--- src/rtl/vip_carfield_pkg.sv ---
// Shared types for the carfield external-port AXI traffic generator: FSM states,
// AXI channel structs and the deterministic beat pattern.
package vip_carfield_pkg;

  localparam int unsigned AXI_ADDR_W = 48;
  localparam int unsigned AXI_DATA_W = 64;
  localparam int unsigned AXI_ID_W   = 2;
  localparam int unsigned AXI_USER_W = 1;

  localparam logic [1:0] RESP_OKAY  = 2'b00;
  localparam logic [1:0] BURST_INCR = 2'b01;

  typedef enum logic [2:0] {
    ST_IDLE, ST_AW, ST_W, ST_B, ST_AR, ST_R, ST_DONE
  } tg_state_e;

  typedef struct packed {
    logic [AXI_ID_W-1:0]   id;
    logic [AXI_ADDR_W-1:0] addr;
    logic [7:0]            len;
    logic [2:0]            size;
    logic [1:0]            burst;
    logic                  lock;
    logic [3:0]            cache;
    logic [2:0]            prot;
    logic [3:0]            qos;
    logic [3:0]            region;
    logic [AXI_USER_W-1:0] user;
  } axi_ax_t;

  typedef struct packed {
    logic [AXI_DATA_W-1:0]   data;
    logic [AXI_DATA_W/8-1:0] strb;
    logic                    last;
    logic [AXI_USER_W-1:0]   user;
  } axi_w_t;

  typedef struct packed {
    logic [AXI_ID_W-1:0]   id;
    logic [1:0]            resp;
    logic [AXI_USER_W-1:0] user;
  } axi_b_t;

  typedef struct packed {
    logic [AXI_ID_W-1:0]   id;
    logic [AXI_DATA_W-1:0] data;
    logic [1:0]            resp;
    logic                  last;
    logic [AXI_USER_W-1:0] user;
  } axi_r_t;

  typedef struct packed {
    axi_ax_t aw;
    logic    aw_valid;
    axi_w_t  w;
    logic    w_valid;
    logic    b_ready;
    axi_ax_t ar;
    logic    ar_valid;
    logic    r_ready;
  } carfield_axi_req_t;

  typedef struct packed {
    logic   aw_ready;
    logic   ar_ready;
    logic   w_ready;
    logic   b_valid;
    axi_b_t b;
    logic   r_valid;
    axi_r_t r;
  } carfield_axi_rsp_t;

  // Beat k carries seed+k in every 32-bit lane of a dw-bit bus.
  function automatic logic [AXI_DATA_W-1:0] pat(input logic [31:0] seed,
                                                input logic [31:0] k,
                                                input int unsigned dw);
    logic [AXI_DATA_W-1:0] d;
    d = '0;
    for (int i = 0; i < int'(AXI_DATA_W / 32); i++)
      if (i < int'(dw / 32)) d[i*32 +: 32] = seed + k;
    return d;
  endfunction

endpackage

--- src/rtl/vip_axi_ext_traffic_gen.sv ---
// Self-checking AXI4 master: one INCR write burst of a seeded pattern, read back
// of the same range, compare, and report status on one external VIP port.
module vip_axi_ext_traffic_gen
  import vip_carfield_pkg::*;
#(
  parameter int unsigned AddrWidth = AXI_ADDR_W,
  parameter int unsigned DataWidth = AXI_DATA_W,
  parameter int unsigned IdWidth   = AXI_ID_W,
  parameter int unsigned UserWidth = AXI_USER_W,
  parameter int unsigned TxnId     = 0,
  parameter int unsigned MaxBeats  = 256,
  parameter type axi_req_t = vip_carfield_pkg::carfield_axi_req_t,
  parameter type axi_rsp_t = vip_carfield_pkg::carfield_axi_rsp_t
)(
  input  logic                        clk_i,
  input  logic                        rst_ni,
  input  logic                        start_i,
  input  logic [AddrWidth-1:0]        base_addr_i,
  input  logic [$clog2(MaxBeats):0]   num_beats_i,
  input  logic [31:0]                 seed_i,
  output logic                        busy_o,
  output logic                        done_o,
  output logic                        cfg_err_o,
  output logic                        resp_err_o,
  output logic [15:0]                 mismatch_o,
  output axi_req_t                    axi_req_o,
  input  axi_rsp_t                    axi_rsp_i
);

  localparam int unsigned NumW    = $clog2(MaxBeats) + 1;
  localparam int unsigned StrbW   = DataWidth / 8;
  localparam int unsigned SizeLog = $clog2(StrbW);
  localparam int unsigned EndW    = NumW + SizeLog + 13;
  localparam logic [IdWidth-1:0]   AxId     = IdWidth'(TxnId);
  localparam logic [UserWidth-1:0] UserZero = '0;

  tg_state_e            state_q, state_d;
  logic [AddrWidth-1:0] base_q, base_n;
  logic [NumW-1:0]      num_q, num_n;
  logic [31:0]          seed_q, seed_n;
  logic [NumW-1:0]      beat_q, beat_d;
  logic                 cfg_err_q, cfg_err_d;
  logic                 resp_err_q, resp_err_d;
  logic [15:0]          mism_q, mism_d;

  logic                 accept, cfg_bad, last_beat;
  logic [EndW-1:0]      burst_end;
  logic [DataWidth-1:0] exp_data;
  axi_ax_t              ax;

  assign accept = (state_q == ST_IDLE) && start_i;
  assign base_n = accept ? base_addr_i : base_q;
  assign num_n  = accept ? num_beats_i : num_q;
  assign seed_n = accept ? seed_i      : seed_q;

  // Byte offset just past the burst within its 4 KiB page; > 4096 means it crosses.
  assign burst_end = EndW'(base_n[11:0]) + (EndW'(num_n) << SizeLog);
  assign cfg_bad   = (num_n == '0) || (num_n > NumW'(MaxBeats)) ||
                     (burst_end > EndW'(4096));

  assign last_beat = (beat_q == num_q - 1'b1);
  assign exp_data  = DataWidth'(pat(seed_q, 32'(beat_q), DataWidth));

  always_comb begin
    state_d    = state_q;
    beat_d     = beat_q;
    cfg_err_d  = cfg_err_q;
    resp_err_d = resp_err_q;
    mism_d     = mism_q;
    unique case (state_q)
      ST_IDLE: if (start_i) begin
        cfg_err_d  = cfg_bad;
        resp_err_d = 1'b0;
        mism_d     = '0;
        beat_d     = '0;
        state_d    = cfg_bad ? ST_DONE : ST_AW;
      end
      ST_AW: if (axi_rsp_i.aw_ready) state_d = ST_W;
      ST_W: if (axi_rsp_i.w_ready) begin
        beat_d = beat_q + 1'b1;
        if (last_beat) begin
          beat_d  = '0;
          state_d = ST_B;
        end
      end
      ST_B: if (axi_rsp_i.b_valid) begin
        if (axi_rsp_i.b.resp != RESP_OKAY || axi_rsp_i.b.id != AxId) begin
          resp_err_d = 1'b1;
          state_d    = ST_DONE;
        end else begin
          state_d = ST_AR;
        end
      end
      ST_AR: if (axi_rsp_i.ar_ready) state_d = ST_R;
      ST_R: if (axi_rsp_i.r_valid) begin
        if (axi_rsp_i.r.data != exp_data && mism_q != 16'hFFFF)
          mism_d = mism_q + 16'd1;
        if (axi_rsp_i.r.resp != RESP_OKAY || axi_rsp_i.r.id != AxId ||
            axi_rsp_i.r.last != last_beat)
          resp_err_d = 1'b1;
        beat_d = beat_q + 1'b1;
        // Leave on the beat count alone so a missing RLAST cannot hang the port.
        if (last_beat) begin
          beat_d  = '0;
          state_d = ST_DONE;
        end
      end
      ST_DONE: state_d = ST_IDLE;
      default: state_d = ST_IDLE;
    endcase
  end

  always_ff @(posedge clk_i or negedge rst_ni) begin
    if (!rst_ni) begin
      state_q    <= ST_IDLE;
      base_q     <= '0;
      num_q      <= '0;
      seed_q     <= '0;
      beat_q     <= '0;
      cfg_err_q  <= 1'b0;
      resp_err_q <= 1'b0;
      mism_q     <= '0;
    end else begin
      state_q    <= state_d;
      base_q     <= base_n;
      num_q      <= num_n;
      seed_q     <= seed_n;
      beat_q     <= beat_d;
      cfg_err_q  <= cfg_err_d;
      resp_err_q <= resp_err_d;
      mism_q     <= mism_d;
    end
  end

  // AW and AR share one address descriptor built from the latched config.
  always_comb begin
    ax        = '0;
    ax.id     = AxId;
    ax.addr   = base_q;
    ax.len    = 8'(num_q - 1'b1);
    ax.size   = 3'(SizeLog);
    ax.burst  = BURST_INCR;
    ax.user   = UserZero;

    axi_req_o          = '0;
    axi_req_o.aw       = ax;
    axi_req_o.aw_valid = (state_q == ST_AW);
    axi_req_o.w.data   = exp_data;
    axi_req_o.w.strb   = '1;
    axi_req_o.w.last   = last_beat;
    axi_req_o.w.user   = UserZero;
    axi_req_o.w_valid  = (state_q == ST_W);
    axi_req_o.b_ready  = (state_q == ST_B);
    axi_req_o.ar       = ax;
    axi_req_o.ar_valid = (state_q == ST_AR);
    axi_req_o.r_ready  = (state_q == ST_R);
  end

  assign busy_o     = (state_q != ST_IDLE) && (state_q != ST_DONE);
  assign done_o     = (state_q == ST_DONE);
  assign cfg_err_o  = cfg_err_q;
  assign resp_err_o = resp_err_q;
  assign mismatch_o = mism_q;

  logic unused_rsp;
  assign unused_rsp = ^{axi_rsp_i.b.user, axi_rsp_i.r.user};

endmodule

--- config.mk ---
export PLATFORM = sky130hd
export DESIGN_NAME = vip_axi_ext_traffic_gen
export DESIGN_NICKNAME = d
export VERILOG_FILES = /design/src/rtl/vip_carfield_pkg.sv /design/src/rtl/vip_axi_ext_traffic_gen.sv
export SDC_FILE = /design/constraint.sdc
export NUM_CORES = 1
export LEC_CHECK = 0
export ABC_AREA = 1
export CAP_MARGIN = 20
export CORE_AREA = 2 2 168 170
export CTS_CLUSTER_DIAMETER = 50
export CTS_CLUSTER_SIZE = 8
export DETAILED_ROUTE_END_ITERATION = 8
export DIE_AREA = 0 0 170 172
export PLACE_DENSITY_LB_ADDON = 0.08
export SLEW_MARGIN = 30
export SYNTH_ARGS = -nofsm -noshare
export SYNTH_HDL_FRONTEND = slang
export SYNTH_SLANG_ARGS = --single-unit
--- constraint.sdc ---
create_clock -name clk_i -period 4.8 [get_ports clk_i]
set_input_delay 0.48 -clock clk_i [delete_from_list [all_inputs] [get_ports clk_i]]
set_output_delay 0.48 -clock clk_i [all_outputs]
set_load 0.02 [all_outputs]
==> flow_summary.yaml <==
timing:
  rsz0062_at_grt: "false"
  hold_violations: 8
  worstMarginPinSlew_ps: 727
  fin_setup_tns_ps: 0
  layout_min_cycle_time_ps: 3900
  setup_viol: 0
  whs_ps: -2.39
  fin_worst_skew_ps: 16.1
  max_slew_margin_pct: 51.5
  slew_viol_final: 0
  max_freq_mhz: 256
  timing.final.crit_share_pct: 81.3
clock_tree:
  hold_buffers: 0
  post_cts_buffers: 0
  cts_buffers: 17
  cts_tree: "yes"
  root_buffer: "clkbuf_16"
  clock_sinks: 119
  clk_path_buf_depth: 2
  htreeDepth: 4
  cts_resized: 0
  clkLatencyLatePin_ps: 430
  path_clk_slew_ps: 70
finish:
  finalInstanceArea_mm2: 0.0136
  final_util_pct: 49.6
  layout-drive-gt1-share_pct: 3.97
  fillers: 2869
  final_cells: 2188
  fin_nets: 2023
  syn2layout_area_growth_pct: 39.2
floorplanning:
  die-height_um: 172
  start_util_pct: 35.6
  dieArea_mm2: 0.0292
  die_w_um: 170
  pin_count: 431
  rows: 61
  core_mm2: 0.0275
power:
  pwr_density_cell_mw_per_mm2: 626
  ir_drop_mv: 0.382
  p_leak_nw: 6.80
worst_setup_path:
  rrSetupSlack_ps: 1010
  critPathKind: "reg2out"
  crit-reg2reg-capture: "mismatch_o[15]$_DFFE_PN0P_"
  cp-end-kind: "output port"
  r2r_start: "beat_q[0]$_DFFE_PN0P_"
  worst_ep_required_time_ps: 4320
  reg2reg_depth: 24
  critPathMaxFanout: 4
  crit_path_start_kind: "flop"
  cp.arrival_ps: 3420
synthesis:
  synth_top_cell_by_area: "dfrtp_1"
  syn_area_mm2: 0.00978
  ys_seq_elements: 119
  synth-edff-count: 0
  synth_ff_type: "dfrtp_1"
  syn-mean-instance-area_um2: 6.34
  syn-instance-count: 1542
  ys_warn_count: 0
  seq_area_frac_synth_pct: 30.4
  synth_cell_types: 38
  synth_top_area_share_pct: 30.4
  synth_area_leaders: "dfrtp_1 30%, nand2_1 23%, buf_4 11%, nand3_1 7.4%, inv_1 6.9%"
  async_flop_share_pct: 100
place:
  placed_cells: 2155
  io_buffer_count: 371
  place_area_mm2: 0.0130
  routabilityCongestion: 0.903
  dp_hpwl_mm: 26.0
global_routing:
  grt_pass1_vias: 9609
  grt_pass1_wl_mm: 50.1
  grt_use_total_pct: 22.0
  grt_start_max_net_pins: 59
  grt_antenna_before_repair: 1
  grt_overflow_total: 0
outcome:
  violations: "hold timing"
  outcome: "finished, violations left"
route:
  drc_errors: 0
  viasPerCell: 4.60
  wl_mm: 32.5
  drt_first_iter_violations: 643
  vias: 10100
  wl_per_cell_um: 14.9
  antenna_left: 0
  drt_first_pass_iters: 8
min_path:
  hold_path_class: "in2async"
run:
  drv_cap: 0
==> synth_stat cells, types with 16 or more instances <==
cell / number
a21oi_1: 20
buf_4: 146
clkbuf_1: 21
dfrtp_1: 119
ha_1: 21
inv_1: 180
nand2_1: 598
nand3_1: 144
nand4_1: 22
nor2_1: 121
nor3_1: 16
o21ai_0: 39
xor2_1: 21
==> metrics by stage <==
stage / total power [mW] / setup slack (ps)
after global routing: 9.18 / 631
after floorplan: 5.37 / 1240
after detailed placement: 7.25 / 799
final: 8.53 / 899
after global placement: 7.21 / 852
after CTS: 8.61 / 869
==> worst max path at each step <==
| stage | from | endpoint | slack (ps) | depth (start not counted) |
|---|---|---|---|---|
| 2_1_floorplan | state_q[1]$_DFFE_PN0P_ | state_q[2]$_DFFE_PN0P_ | 1240 | 24 |
| 3_3_place_gp | start_i | state_q[2]$_DFFE_PN0P_ | 850 | 20 |
| 3_5_place_dp | start_i | state_q[1]$_DFFE_PN0P_ | 800 | 20 |
| 4_1_cts | beat_q[0]$_DFFE_PN0P_ | axi_req_o[140] | 870 | 13 |
| 5_1_grt | beat_q[0]$_DFFE_PN0P_ | mismatch_o[15]$_DFFE_PN0P_ | 630 | 24 |
| 6_report | beat_q[0]$_DFFE_PN0P_ | axi_req_o[156] | 900 | 13 |
==> layout by cell type, fill, tap and decap left out, types with 2 or more instances in the layout <==
cell type and count:
nand3_2 4, nand2_2 6, nor2_1 121, xor2_1 21
nand4_1 22, fa_1 2, dfrtp_1 119, clkdlybuf4s50_1 370
nand3_1 144, a21oi_1 20, nand2_1 597, o21bai_1 2
o211ai_1 3, a21o_1 2, o22ai_1 3, clkinvlp_4 2
xnor2_1 9, ha_1 21, clkinv_4 4, inv_1 179
nor2_2 6, nor3_1 16, a211oi_1 2, buf_4 11
o21ai_0 39, inv_2 2, clkbuf_16 17, inv_6 6
nand2_4 2, nor4_1 5, conb_1 57, bufinv_16 2
or2_2 6, and3_1 2, nand3b_1 9
==> per-layer routing <==
layer,global-route usage [%],up-vias,share of wire (%)
met5,0,-,0
met4,5.87,0,1.6
met3,5.22,32,6.7
met2,39.4,346,50
met1,26.4,4499,42
li1,-,5185,-
==> state kept, by name, indices dropped and copies added (netlist names) <==
| register | cells |
|---|---|
| mismatch_o | 16 |
| beat_q | 9 |
| num_q | 9 |
| base_q | 48 |
| cfg_err_o | 1 |
| state_q | 3 |
| resp_err_o | 1 |
| seed_q | 32 |
==> kinds of logic (layout without fill, tap and decap cells) <==
group	after synthesis	in the layout	share of synthesized area, %
xor gates and xnor gates	30	30	2.69
DFF	119	119	30.4
adders and majority gates	23	23	3.10
and+or+nand+nor	942	942	40.3
other	2	58	0.0768
buffers and inverters	351	595	19.2
AOI/OAI and AO/OA	75	75	4.26
==> cell type report <==
cell class | instances | area, um2 | area share (%)
flip-flops and latches | 119 | 2980 | 21.9
well taps | 346 | 433 | 3.18
clock buffers | 18 | 429 | 3.15
inverters | 182 | 684 | 5.03
repair buffers | 381 | 3790 | 27.8
multi-input cells | 1127 | 5140 | 37.8
clock inverters | 14 | 163 | 1.19
diodes | 1 | 2.50 | 0.0184
==> worst max-delay path: stages (launching register included) <==
cell             delay (ps)
dfrtp_1                 430
ha_1                    270
inv_1                    70
fa_1                    400
inv_1                   110
nand2_1                  90
nand2_1                  80
nand3_1                  80
nand2_1                 180
nand2_1                 100
nand2_1                  90
nand2_1                 140
xnor2_1                 300
clkdlybuf4s50_1         660
==> report_power, final <==
| part | switching [mW] | internal, mW |
|---|---|---|
| Combinational | 3.15 | 2.27 |
| Clock | 0.526 | 0.777 |
| Sequential | 0.403 | 1.40 |
Power figures use the tool's default switching activity.
